--- config.mk ---
export PLATFORM = sky130hd
export DESIGN_NAME = mask_erode_stream
export DESIGN_NICKNAME = d
export VERILOG_FILES = /design/src/rtl/mask_erode_stream.sv
export SDC_FILE = /design/constraint.sdc
export NUM_CORES = 1
export LEC_CHECK = 0
export ABC_AREA = 0
export ABC_CLOCK_PERIOD_IN_PS = 18150
export BUFFER_PORTS_ARGS = -buffer_cell sky130_fd_sc_hd__clkbuf_2
export CAP_MARGIN = 40
export CORE_UTILIZATION = 51
export CTS_CLUSTER_DIAMETER = 50
export DETAILED_ROUTE_END_ITERATION = 8
export PLACE_DENSITY = 0.67
export SYNTH_ARGS = -nofsm -noshare
export SYNTH_HDL_FRONTEND = slang
export SYNTH_SLANG_ARGS = --single-unit
export TNS_END_PERCENT = 100
--- constraint.sdc ---
create_clock -name clk -period 18.15 [get_ports clk]
set_clock_uncertainty 0.15 [all_clocks]
set_input_delay 2.7225 -clock clk [delete_from_list [all_inputs] [get_ports clk]]
set_output_delay 2.7225 -clock clk [all_outputs]
set_load 0.05 [all_outputs]
--- src/rtl/mask_erode_stream.sv ---
// Streaming 3x3 binary erosion of a raster mask using two 1-bit line buffers.
// Latency: an output pixel appears the cycle after input index n >= WIDTH+1 is accepted.
// Backpressure: none; input gaps stall the window, and out_valid is a one-cycle qualifier.
module mask_erode_stream #(
    parameter int WIDTH       = 256,
    parameter int DEPTH       = 256,
    parameter int COLOR_DEPTH = 8
) (
    input  logic                   clk,
    input  logic                   rst_n,
    input  logic                   start,
    input  logic [COLOR_DEPTH-1:0] pix_in,
    input  logic                   pix_valid,
    output logic [COLOR_DEPTH-1:0] pix_out,
    output logic                   out_valid,
    output logic [8:0]             out_x,
    output logic [8:0]             out_y,
    output logic                   busy,
    output logic                   frame_done
);

    localparam int TOTAL  = WIDTH * DEPTH;
    // Last virtual input index: the flush runs WIDTH+1 zero pixels past the frame.
    localparam int LAST_N = TOTAL + WIDTH;
    localparam int NW     = $clog2(LAST_N + 1);
    localparam int XW     = $clog2(WIDTH);

    typedef enum logic [1:0] {
        S_IDLE,
        S_RUN,
        S_FLUSH,
        S_DONE
    } state_t;

    state_t                 state_q, state_d;
    logic [NW-1:0]          n_q;
    logic [XW-1:0]          ix_q;
    logic [5:0]             win_q;      // [5:3] column two back, [2:0] one back; {top,mid,bot}
    logic [8:0]             ox_q, oy_q; // coordinate of the next pixel to emit
    logic [WIDTH-1:0]       lb0_q;      // row y-1
    logic [WIDTH-1:0]       lb1_q;      // row y-2
    logic [COLOR_DEPTH-1:0] pix_out_q;
    logic                   out_valid_q;
    logic [8:0]             out_x_q, out_y_q;
    logic                   busy_q;
    logic                   frame_done_q;

    logic       step;
    logic       bit_in;
    logic [2:0] col_cur;
    logic       emit;
    logic       interior;
    logic       white;

    // Window advance, current column and erosion decision for the pixel about to be emitted.
    always_comb begin
        step     = ((state_q == S_RUN) && pix_valid) || (state_q == S_FLUSH);
        bit_in   = (state_q == S_RUN) && (pix_in != '0);
        col_cur  = {lb1_q[ix_q], lb0_q[ix_q], bit_in};
        emit     = step && (n_q >= NW'(WIDTH + 1));
        // Border pixels are forced black, which also masks stale or wrapped window data.
        interior = (ox_q != 9'd0) && (ox_q != 9'(WIDTH - 1)) &&
                   (oy_q != 9'd0) && (oy_q != 9'(DEPTH - 1));
        white    = interior && (&{win_q, col_cur});
    end

    // Next-state logic for the frame sequencer.
    always_comb begin
        state_d = state_q;
        case (state_q)
            S_IDLE:  if (start) state_d = S_RUN;
            S_RUN:   if (pix_valid && (n_q == NW'(TOTAL - 1))) state_d = S_FLUSH;
            S_FLUSH: if (n_q == NW'(LAST_N)) state_d = S_DONE;
            S_DONE:  state_d = S_IDLE;
            default: state_d = S_IDLE;
        endcase
    end

    // State register.
    always_ff @(posedge clk or negedge rst_n) begin
        if (!rst_n) state_q <= S_IDLE;
        else        state_q <= state_d;
    end

    // Counters, window shift, output registers and status flags.
    always_ff @(posedge clk or negedge rst_n) begin
        if (!rst_n) begin
            n_q          <= '0;
            ix_q         <= '0;
            win_q        <= '0;
            ox_q         <= '0;
            oy_q         <= '0;
            pix_out_q    <= '0;
            out_valid_q  <= 1'b0;
            out_x_q      <= '0;
            out_y_q      <= '0;
            busy_q       <= 1'b0;
            frame_done_q <= 1'b0;
        end else begin
            out_valid_q  <= emit;
            frame_done_q <= (state_q == S_DONE);
            if (state_q == S_DONE) busy_q <= 1'b0;

            if ((state_q == S_IDLE) && start) begin
                n_q    <= '0;
                ix_q   <= '0;
                win_q  <= '0;
                ox_q   <= '0;
                oy_q   <= '0;
                busy_q <= 1'b1;
            end else if (step) begin
                n_q   <= n_q + 1'b1;
                ix_q  <= (ix_q == XW'(WIDTH - 1)) ? '0 : ix_q + 1'b1;
                win_q <= {win_q[2:0], col_cur};
            end

            if (emit) begin
                pix_out_q <= white ? {COLOR_DEPTH{1'b1}} : '0;
                out_x_q   <= ox_q;
                out_y_q   <= oy_q;
                if (ox_q == 9'(WIDTH - 1)) begin
                    ox_q <= 9'd0;
                    oy_q <= oy_q + 9'd1;
                end else begin
                    ox_q <= ox_q + 9'd1;
                end
            end
        end
    end

    // Line buffers: contents need no reset because border logic never exposes them stale.
    always_ff @(posedge clk) begin
        if (step) begin
            lb1_q[ix_q] <= lb0_q[ix_q];
            lb0_q[ix_q] <= bit_in;
        end
    end

    assign pix_out    = pix_out_q;
    assign out_valid  = out_valid_q;
    assign out_x      = out_x_q;
    assign out_y      = out_y_q;
    assign busy       = busy_q;
    assign frame_done = frame_done_q;

endmodule
Word-level counts from Yosys, hierarchy flattened
Cells that the tools add are included.
{"block": "word_totals", "regBits": 592, "latchBits": 0, "mem_bits_ro": 0, "word_cells": 81, "n_memories": 0, "mem_bits_rw": 0, "out_inout_bits": 29}
{"block": "classes", "n_lt_le_gt_ge": 3, "multipliers": 0, "n_shift": 0, "reduce_logical": 20, "n_addsub": 4, "n_bitwise": 0, "div_mod_pow": 0, "eq_ne": 12, "muxes": 28}
{"operator": "256-bit bitwise mux", "n": 2}
{"operator": "9-bit two-way mux", "n": 6}
{"operator": "17-bit two-way mux", "n": 2}
{"operator": "8-bit two-way mux", "n": 4}
{"operator": "9-bit by 1-bit adder with 9-bit output, second input constant", "n": 2}
{"operator": "9-bit by 8-bit inequality test with 1-bit output, second input constant", "n": 2}
{"operator": "9-bit nonzero test", "n": 2}
{"operator": "17-bit by 1-bit adder with 17-bit output, second input constant", "n": 1}
{"operator": "17-bit by 16-bit equality test with 1-bit output, second input constant", "n": 1}
{"operator": "17-bit equality test, second input constant", "n": 1}
{"operator": "17-bit by 9-bit greater-or-equal comparator with 1-bit output, second input constant", "n": 1}
{"operator": "1-bit binary-select mux with 8-bit select", "n": 2}
{"operator": "6-bit two-way mux", "n": 2}
{"operator": "1-bit logical AND", "n": 10}
{"operator": "9-bit by 8-bit equality test with 1-bit output, second input constant", "n": 1}
{"operator": "8-bit by 9-bit < comparator with 1-bit output, second input constant", "n": 1}
{"operator": "9-bit AND reduction", "n": 1}
{"operator": "8-bit by 1-bit adder with 8-bit output, second input constant", "n": 1}
{"operator": "1-bit demux with 8-bit select", "n": 1}
{"operator": "8-bit equality test, second input constant", "n": 1}
{"operator": "8-bit by 1-bit greater-or-equal comparator with 1-bit output, second input constant", "n": 1}
{"operator": "2-bit case mux with 4 select lines", "n": 1}
{"operator": "8-bit nonzero test", "n": 1}
{"operator": "2-bit two-way mux", "n": 3}
{"operator": "other kinds (9)", "n": 17}

Depth between registers and ports, before layout
Gate-level depths: netlist of the first run.
{"block": "depth", "ltp_word": 6, "depth_mapped": 11, "depth_no_buf": 10}

Least setup slack after synthesis of the first run
Ideal clock, no wire load.
{"block": "synth_path", "path_kind": "input port to flip-flop", "start": "input port pix_in[3]", "end": "register lb0_q[0], data pin", "path_buffers": 0, "arrival_ns": 13.104, "cell_stages": 2, "slack_ns": 2.604, "cell_sequence": "nor4_1 a21boi_0"}
{"block": "synth_between", "elab_chain_cells": 3}
{"item": "from (decl)", "line_no": "12", "source": "input logic [COLOR_DEPTH-1:0] pix_in,"}
{"item": "8-bit nonzero test", "line_no": "58", "source": "bit_in = (state_q == S_RUN) && (pix_in != '0);"}
{"item": "1-bit logical AND", "line_no": "58"}
{"item": "named net bit_in", "line_no": "49", "source": "logic bit_in;"}
{"item": "256-bit bitwise mux", "line_no": "135", "source": "lb0_q[ix_q] <= bit_in;"}
{"item": "to (signal, indexed assignment)", "line_no": "135"}
{"item": "to (decl)", "line_no": "40", "source": "logic [WIDTH-1:0] lb0_q;"}
The timed path passes the listed nets, and every way through them passes these cells.
A chain may end at the register's enable or synchronous reset.

Worst setup path in the final report of the first run
{"block": "layout_path", "start": "register ix_q[1]", "end": "register lb1_q[77], data pin"}
{"item": "from (decl)", "line_no": "37", "source": "logic [XW-1:0] ix_q;"}
{"item": "from (signal assigned)", "line_no": "113", "source": "ix_q <= (ix_q == XW'(WIDTH - 1)) ? '0 : ix_q + 1'b1;"}
{"item": "1-bit binary-select mux with 8-bit select"}
{"item": "1-bit two-way mux"}
{"item": "named net col_cur[1]", "line_no": "50", "source": "logic [2:0] col_cur;"}
{"item": "256-bit bitwise mux", "line_no": "134", "source": "lb1_q[ix_q] <= lb0_q[ix_q];"}
{"item": "to (signal, indexed assignment)", "line_no": "134"}
{"item": "to (decl)", "line_no": "41", "source": "logic [WIDTH-1:0] lb1_q;"}
The timed path passes the listed nets, and every way through them passes these cells. The select of a mux whose other input is x is not followed.

==> results of run 1 <==
==> worst max path at each step <==
stage,startpoint,end,slack [ps],cells past startpoint
floorplan,pix_in[3],lb0_q[0]$_DFFE_PP_,2600,2
CTS,ix_q[1]$_DFFE_PN0P_,lb1_q[252]$_DFFE_PP_,12230,11
global route,ix_q[1]$_DFFE_PN0P_,lb1_q[255]$_DFFE_PP_,11910,11
finish,ix_q[1]$_DFFE_PN0P_,lb1_q[77]$_DFFE_PP_,12250,11
detailed placement,ix_q[1]$_DFFE_PN0P_,lb1_q[247]$_DFFE_PP_,12280,11
global placement,ix_q[1]$_DFFE_PN0P_,lb1_q[253]$_DFFE_PP_,12100,10
==> Yosys cell counts, drive strengths merged (7+ instances only) <==
cell,count,area [um^2]
ha,18,225
nand2,76,285
nor4,9,62.6
nand3,50,250
nor3,7,35.0
buf,52,347
and3,10,62.6
inv,20,75.1
mux2i,27,270
nand2b,8,50.1
o21ai,29,145
xor2,13,114
clkbuf,61,229
edfxtp,512,15400
nor2,294,1100
nor2b,12,75.1
nand4,9,56.3
a22oi,44,330
mux4,116,2620
dfrtp,73,1830
mux2,22,248
a31oi,7,43.8
a2111oi,7,67.6
a21oi,32,160
==> kinds of logic after synthesis <==
logic type / count (synthesis)
DFF: 585
AOI/OAI and AO/OA: 163
xor gates and xnor gates: 18
and+or+nand+nor: 500
buffers and inverters: 134
muxes: 165
adders and majority gates: 18
==> where the power goes <==
part | total [mW] | switching [mW] | internal, mW
clock | 1.23 | 0.509 | 0.716
combinational | 0.969 | 0.697 | 0.272
sequential | 1.78 | 0.0457 | 1.74
total | 3.98 | 1.25 | 2.73
==> sequential cells by signal, summed over array words and instances (netlist names) <==
| signal | flops |
|---|---|
| frame_done | 1 |
| state_q | 2 |
| out_y | 9 |
| pix_out | 1 |
| lb1_q | 256 |
| out_x | 9 |
| n_q | 17 |
| oy_q | 9 |
| lb0_q | 256 |
| ox_q | 9 |
| out_valid | 1 |
| busy | 1 |
| win_q | 6 |
| ix_q | 8 |
==> routing by layer <==
metal / track usage [%] / wire length [um] / vias up
met3: 3.94 / 4430 / 93
met5: 0 / 0 / -
met1: 34.3 / 24300 / 7346
met4: 8.22 / 1670 / 0
met2: 36.2 / 26900 / 582
li1: - / - / 6127
==> layout make-up <==
cell class	instances	area, um^2
multi-input combinational	864	6860
fill	3592	20200
inverter	21	83.8
tap	615	769
sequential	585	17200
clock inverter	34	355
timing repair buffer	77	652
clock buffer	73	1580
==> per-stage QoR <==
step           util, %  hold slack, ps
2_1_floorplan        -             323
3_3_place_gp      53.0             339
3_5_place_dp      53.6             346
4_1_cts           57.6             359
5_1_grt           57.6             368
6_report          57.6             353
==> critical path, stage by stage, from the launching register on <==
cell and delay, ps:
dfrtp_4 840, buf_4 800, buf_4 790, mux4_2 420, a22oi_1 300, a21oi_1 120
o41ai_1 540, nand3b_1 120, nand2_1 260, inv_6 290, buf_4 430, buf_16 290
==> impl_metrics.py, run 1 <==
metrics = {
    "outcome": {
        "status": "completed",
    },
    "cts": {
        "cts-buffers-inserted": 59,
        "htreeDepth": 2,
        "clk_pin_slew_ps": 60,
        "cts_buffer_depth": 3,
        "cts_setup_buffers": 0,
        "cts_resized": 0,
        "cts_root_buf": "clkbuf_16",
        "cts_tree": "yes",
        "cts.sinks": 585,
        "cts_hold_buf": 0,
        "clk_latency_ps": 630,
    },
    "sta": {
        "slew_viol_final": 0,
        "relSlewSlack_pct": 7.53,
        "tns_ps": 0,
        "grt_setup_unrepaired": "false",
        "fmax_ghz": 0.169,
        "final_hold_viol_count": 0,
        "finalCritPeriodShare_pct": 32.5,
        "finalWorstSetupSlack_ps": 12250,
        "worstMarginPinSlew_ps": 1390,
        "min_period_ps": 5900,
        "setup_viol": 0,
    },
    "die": {
        "dieArea_um2": 49300,
        "top_level_ports": 41,
        "die_h_um": 222,
        "rows": 80,
        "core_um2": 47700,
        "die-width_um": 222,
        "initial_core_util_pct": 51.7,
    },
    "finish": {
        "layout_common_cells": "edfxtp_1, nor2_1, mux4_2",
        "final_nets": 1638,
        "stdcell_count": 2269,
        "syn2layout_area_growth_pct": 11.5,
        "diodes": 0,
        "drive_gt1_share_pct": 19.2,
        "design_area_um2": 27500,
        "mostFrequentLayoutCell": "edfxtp_1",
    },
    "setup_path": {
        "r2r_start": "ix_q[1]$_DFFE_PN0P_",
        "required_ps": 18330,
        "worst-r2r-setup-slack_ps": 12250,
        "worst-path-max-fanout": 128,
        "start_kind": "flop",
        "arrival_ps": 6080,
        "r2r_cells": 11,
        "end_kind": "flop",
        "r2r_end": "lb1_q[77]$_DFFE_PP_",
        "path_class": "reg -> reg",
    },
    "global_routing": {
        "grt_pass1_vias": 14156,
        "grt_pass1_wl_mm": 86.9,
        "antenna_found_initial": 0,
        "grt_max_degree": 259,
        "grt_usage_pct": 23.6,
        "grt_remaining_overflow": 0,
    },
    "logic_synthesis": {
        "synth_compound_area_share_pct": 4.56,
        "synth_cell_types": 67,
        "async_reset_ff_share_pct": 12.5,
        "synth_flop_cell": "edfxtp_1",
        "ys_seq_area_share_pct": 69.7,
        "synth_edf_count": 512,
        "yosysWarnings": 0,
        "synth_top_family_by_area": "multiplexers",
        "synth_adder_area_share_pct": 0.913,
        "synth-simple-area-share_pct": 8.82,
        "synth_area_um2": 24700,
        "avgSynthCellArea_um2": 15.6,
        "synth_fp_nets": 1613,
        "ys_ff_latch": 585,
        "synth_xor_xnor_area_share_pct": 0.639,
        "synthMuxAreaShare_pct": 12.7,
        "synthCells": 1583,
    },
    "route": {
        "ant_nets": 0,
        "drc": 0,
        "drt-initial-drc-count": 1778,
        "drt-total-wl_mm": 57.3,
        "wl_per_cell_um": 25.3,
        "dr_total_vias": 14148,
        "drtPass1Iterations": 6,
        "vias_per_cell": 6.24,
    },
    "hold_path": {
        "hold_end": "out_x[7]$_DFFE_PN0P_",
        "holdPathStages": 1,
        "holdCritPathClass": "reg -> reg",
        "hold_start": "out_x[7]$_DFFE_PN0P_",
    },
    "power_and_ir_drop": {
        "finalPower_mw": 3.98,
        "p_leak_nw": 8.31,
        "vdd_ir_drop_max_mv": 0.119,
        "powerDensity_nw_per_um2": 145,
    },
    "placed_design": {
        "place_area_um2": 25600,
        "dp_slack_ps": 12280,
        "port_buffers": 40,
        "place_congestion": 0.819,
        "dp_hpwl_mm": 35.1,
        "dp_cells": 2162,
    },
    "run": {
        "drv_cap": 0,
    },
}
Power figures use the tool's default switching activity.
==> inputs of run 2 (changes only) <==
ABC_AREA = 1   (was 0)
ABC_CLOCK_PERIOD_IN_PS = 5400   (was 18150)
PLACE_DENSITY = 0.69   (was 0.67)
clock period = 5.4 ns   (was 18.15 ns; I/O delays follow)
==> run 2 against run 1 <==
Compared with the run above:
- core utilization rose by 0.20 points
- synthesized cell count rose by 71%
- cell count grew 52%
- via count up 33%
- die area grew 6.3%
- clock power grew to 3.4 times the previous value
- global-route usage up 1.4 points
- critical endpoint is now lb1_q[219]$_DFFE_PP_
- highest routed layer unchanged
==> impl_metrics.py, run 2 <==
metrics = {
    "outcome": {
        "status": "completed",
    },
    "logic_synthesis": {
        "yosys-top-cells-area": "edfxtp_1, nand2_1, nor2_1, dfrtp_1, o21ai_0",
        "ys_ff_latch": 585,
        "yosysWarnings": 0,
        "synth_edf_count": 512,
        "ys_seq_area_share_pct": 65.5,
        "synth_top_area_share_pct": 58.6,
        "synth.most_common_cell": "nand2_1",
        "synthCells": 2712,
        "synth_flop_cell": "edfxtp_1",
        "synth_fp_nets": 2742,
        "synth_top_cell_by_area": "edfxtp_1",
        "avgSynthCellArea_um2": 9.68,
        "synth_commonest_cells": "nand2_1, nor2_1, edfxtp_1",
        "synth_cell_types": 35,
        "synth_area_um2": 26300,
        "async_reset_ff_share_pct": 12.5,
    },
    "cts": {
        "clk_latency_ps": 640,
        "cts_tree": "yes",
        "cts_root_buf": "clkbuf_16",
        "cts_resized": 0,
        "cts_hold_buf": 1,
        "cts-buffers-inserted": 60,
        "cts_buffer_depth": 3,
        "clk_pin_slew_ps": 60,
        "cts.sinks": 585,
        "htreeDepth": 2,
        "cts_setup_buffers": 0,
    },
    "sta": {
        "tns_ps": 0,
        "hold_ws_ps": 333,
        "grt_setup_unrepaired": "false",
        "relSlewSlack_pct": 41.0,
        "finalCritPeriodShare_pct": 76.8,
        "min_period_ps": 4150,
        "slew_viol_final": 0,
        "final_hold_viol_count": 0,
        "fmax_ghz": 0.241,
        "finalWorstSetupSlack_ps": 1250,
        "worstMarginPinSlew_ps": 884,
        "setup_viol": 0,
    },
    "placed_design": {
        "dp_hpwl_mm": 37.9,
        "port_buffers": 40,
        "place_congestion": 0.819,
        "dp_slack_ps": 1250,
    },
    "finish": {
        "layout_common_cells": "nand2_1, nor2_1, edfxtp_1",
        "mostFrequentLayoutCell": "nand2_1",
        "syn2layout_area_growth_pct": 11.2,
        "final_nets": 2748,
        "drive_gt1_share_pct": 6.87,
        "diodes": 0,
        "top_regs": "lb0_q x256, lb1_q x256, n_q x17",
    },
    "die": {
        "die-width_um": 229,
        "top_level_ports": 41,
        "initial_core_util_pct": 52.0,
        "dieArea_um2": 52400,
        "die_h_um": 229,
        "core_um2": 50500,
        "rows": 82,
    },
    "setup_path": {
        "end_kind": "flop",
        "worst-r2r-setup-slack_ps": 1250,
        "path_class": "reg -> reg",
        "required_ps": 5540,
        "worst-path-max-fanout": 73,
        "crit_start": "ix_q[1]$_DFFE_PN0P_",
        "r2r_start": "ix_q[1]$_DFFE_PN0P_",
        "crit_slowest_cell": "buf_4",
        "arrival_ps": 4290,
        "start_kind": "flop",
        "cpPeakStageDelay_ps": 780,
        "cp_cell_sequence": "buf_4, nor2_1, o21ai_0, nand2_1, nand2_1, nand2_1, o21ai_1, nand2_1, nor2_1, nor2_1, nor2_1, nand2_8, buf_4",
    },
    "route": {
        "ant_nets": 0,
        "dr_total_vias": 18836,
        "vias_per_cell": 5.48,
        "drtPass1Iterations": 7,
        "drt-total-wl_mm": 64.9,
        "drc": 0,
        "wl_per_cell_um": 18.9,
        "drt-initial-drc-count": 1965,
    },
    "global_routing": {
        "grt_usage_pct": 24.9,
        "grt_max_degree": 135,
        "grt_pass1_vias": 18388,
        "grt_remaining_overflow": 0,
        "antenna_found_initial": 0,
        "grt_pass1_wl_mm": 101,
    },
    "power_and_ir_drop": {
        "p_leak_nw": 11.5,
        "vdd_ir_drop_max_mv": 0.481,
        "finalPower_mw": 15.8,
        "powerDensity_nw_per_um2": 540,
    },
    "run": {
        "drv_cap": 0,
    },
    "hold_path": {
        "holdCritPathClass": "reg -> reg",
        "hold_start": "out_y[5]$_DFFE_PN0P_",
    },
}
==> run 2: cell types whose count changed in the layout (fill, tap and decap cells not counted), moves of 62 or more <==
cell     change
nand2_1    +678
mux4_2     -115
inv_1      +197
nor2_1     +284
o21ai_1     +62
o21ai_0    +147
==> run 2: final cells by class <==
cell class                      count  area (um^2)
Fill cell                        4240        21300
Tap cell                          672          841
Clock inverter                     38          402
Multi-Input combinational cell   1761         7450
Sequential cell                   585        17200
Clock buffer                       72         1600
Timing Repair Buffer               86          831
Inverter                          224          853
==> run 2: layer usage <==
layer / part of all wire, % / GRT usage, % / vias up
li1: - / - / 8888
met1: 40 / 31.8 / 9074
met3: 7.5 / 4.27 / 148
met5: 0 / 0 / -
met4: 3.9 / 9.65 / 0
met2: 49 / 42.6 / 726
==> run 2: worst paths after layout <==
check	to	depth (start not counted)
worst max-delay path	lb1_q[219]$_DFFE_PP_	13
worst min-delay path	out_y[5]$_DFFE_PN0P_	2
worst max register to register	lb1_q[219]$_DFFE_PP_	13
worst min register to register	out_y[5]$_DFFE_PN0P_	2
max in group asynchronous	out_y[1]$_DFFE_PN0P_	3
min in group asynchronous	ox_q[2]$_DFFE_PN0P_	2
==> run 2: report_power, final <==
group,switching (mW),internal (mW)
combinational,3.95,1.32
clock,1.76,2.44
sequential,0.192,6.10
total,5.90,9.86
==> run 2: cells by family after synthesis <==
group / after synthesis / share of synthesized area (%)
adders and majority gates: 18 / 0.858
xor gates and xnor gates: 6 / 0.200
and+or+nand+nor: 1453 / 21.6
buffers and inverters: 366 / 6.24
muxes: 1 / 0.0381
AOI/OAI and AO/OA: 283 / 5.58
DFF: 585 / 65.5
==> run 2: through the flow <==
stage	cells	instance area [um^2]	util, %
floorplan	2712	26300	-
global placement	3316	26900	53.4
detailed placement	3327	27200	53.8
CTS	3438	29200	57.8
global route	3438	29200	57.8
finish	3438	29200	57.8
==> run 2: worst max-delay path, delay by kind of cell, from the launching register on <==
family	cells	cell delay [ps]
flip-flops	1	680
AO/OA/AOI/OAI	2	410
AND/OR/NAND/NOR	9	1230
buffers and inverters	2	1250
==> inputs of run 3 (changes only) <==
ABC_CLOCK_PERIOD_IN_PS = 4000   (was 5400)
PLACE_DENSITY = 0.67   (was 0.69)
clock period = 4 ns   (was 5.4 ns; I/O delays follow)
==> run 3 against run 2 <==
Compared with the run above:
- wire length is 1.1% higher
- maximum frequency up 19%
- count of clock-buffer cells in the layout up 13
- combinational power grew 40%
- final area grew 0.41%
- largest power group unchanged
==> impl_metrics.py, run 3 (synthesis results as in run 2) <==
metrics = {
    "setup_path": {
        "crit_slowest_cell": "dfrtp_4",
        "cpPeakStageDelay_ps": 550,
        "crit_start": "ix_q[0]$_DFFE_PN0P_",
        "r2r_start": "ix_q[0]$_DFFE_PN0P_",
        "required_ps": 4160,
        "worst-path-max-fanout": 68,
        "cp_cell_sequence": "inv_6, buf_4, nand2_1, nand3_1, nand2_1, nand2_1, nand2_1, o21ai_1, nand2_1, nor2_1, nor2_1, nor2_1, nand2_8, buf_12",
        "start_kind": "flop",
        "arrival_ps": 3650,
        "end_kind": "flop",
        "path_common_cell": "nand2_1",
        "path_class": "reg -> reg",
    },
    "placed_design": {
        "dp_cells": 3350,
        "port_buffers": 40,
        "dp_slack_ps": 548,
        "place_area_um2": 27300,
        "dp_hpwl_mm": 39.2,
        "place_congestion": 0.831,
    },
    "die": {
        "die_h_um": 229,
        "rows": 82,
        "initial_core_util_pct": 52.0,
        "core_um2": 50500,
        "die-width_um": 229,
        "top_level_ports": 41,
        "dieArea_um2": 52400,
    },
    "cts": {
        "cts_root_buf": "clkbuf_16",
        "cts_resized": 0,
        "cts-buffers-inserted": 66,
        "cts.sinks": 585,
        "cts_tree": "yes",
        "clk_pin_slew_ps": 60,
        "htreeDepth": 3,
        "clk_latency_ps": 610,
        "cts_buffer_depth": 3,
    },
    "finish": {
        "diodes": 0,
        "final_nets": 2777,
        "mostFrequentLayoutCell": "nand2_1",
        "drive_gt1_share_pct": 7.65,
        "layout_common_cells": "nand2_1, nor2_1, edfxtp_1",
        "top_regs": "lb0_q x256, lb1_q x256, n_q x17",
        "stdcell_count": 3469,
        "syn2layout_area_growth_pct": 11.6,
        "nFillCells": 4321,
        "design_area_um2": 29300,
    },
    "route": {
        "dr_total_vias": 18883,
        "drt-initial-drc-count": 1844,
        "wl_per_cell_um": 18.9,
        "drtPass1Iterations": 5,
        "ant_nets": 0,
        "drt-total-wl_mm": 65.6,
        "vias_per_cell": 5.44,
        "drc": 0,
    },
    "power_and_ir_drop": {
        "vdd_ir_drop_max_mv": 0.512,
        "p_leak_nw": 11.5,
        "powerDensity_nw_per_um2": 731,
    },
    "global_routing": {
        "grt_max_degree": 122,
        "grt_pass1_vias": 18340,
        "grt_remaining_overflow": 0,
        "antenna_found_initial": 0,
        "grt_usage_pct": 25.3,
        "grt_pass1_wl_mm": 102,
    },
    "sta": {
        "finalCritPeriodShare_pct": 87.3,
        "fmax_ghz": 0.286,
        "final_hold_viol_count": 0,
        "slew_viol_final": 0,
        "min_period_ps": 3490,
        "finalWorstSetupSlack_ps": 509,
        "tns_ps": 0,
        "relSlewSlack_pct": 43.3,
        "setup_viol": 0,
        "worstMarginPinSlew_ps": 848,
        "grt_setup_unrepaired": "false",
    },
    "run": {
        "drv_cap": 0,
    },
    "hold_path": {
        "holdCritPathClass": "in -> reg",
        "hold_start": "start",
    },
    "outcome": {
        "status": "completed",
    },
}
## run 3: layout make-up
| class | instances | area, um^2 | share of cell area (%) |
|---|---|---|---|
| clock buffers | 85 | 1760 | 6.02 |
| well taps | 672 | 841 | 2.87 |
| flip-flops and latches | 585 | 17200 | 58.7 |
| repair buffers | 109 | 963 | 3.29 |
| inverters | 224 | 852 | 2.91 |
| multi-input cells | 1761 | 7430 | 25.4 |
| clock inverters | 33 | 239 | 0.816 |
## run 3: worst paths after layout
kind                       cells past startpoint  slack (ps)                endpoint
max                                           14         510    lb1_q[216]$_DFFE_PP_
min                                            4         290  state_q[1]$_DFFE_PN0P_
max reg2reg                                   14         510    lb1_q[216]$_DFFE_PP_
min reg2reg                                    2         330    out_y[3]$_DFFE_PN0P_
max in group asynchronous                      3        2800     ix_q[0]$_DFFE_PN0P_
min in group asynchronous                      2         330    out_y[0]$_DFFE_PN0P_
## run 3: what timing repair did
item,4_1_cts,5_1_grt
setup endpoints to repair,0,0
hold buffers,1,0
buffers inserted,0,0
hold endpoints to repair,29,0
## run 3: power breakdown
| part | internal (mW) | switching [mW] |
|---|---|---|
| registers | 8.22 | 0.186 |
| logic | 1.94 | 5.43 |
| clock network | 3.21 | 2.44 |
## run 3: worst max-delay path, delay by kind of cell (launching register included)
family / cells / cell delay, ps
compound gates: 1 / 150
buf+inv: 3 / 1080
flops: 1 / 550
simple gates: 10 / 1190
## run 3: per-layer routing
metal / track usage, % / wire length (um)
met1: 35.0 / 28100
met2: 41.3 / 30800
met3: 3.97 / 4840
met4: 8.08 / 1800
met5: 0 / 0
## run 3: per-stage QoR
stage	utilization, %	total power [mW]	hold WS, ps
2_1_floorplan	-	13.2	154
3_3_place_gp	53.9	15.7	319
3_5_place_dp	54.1	15.8	326
4_1_cts	58.1	21.5	261
5_1_grt	58.1	22.5	339
6_report	58.1	21.4	285
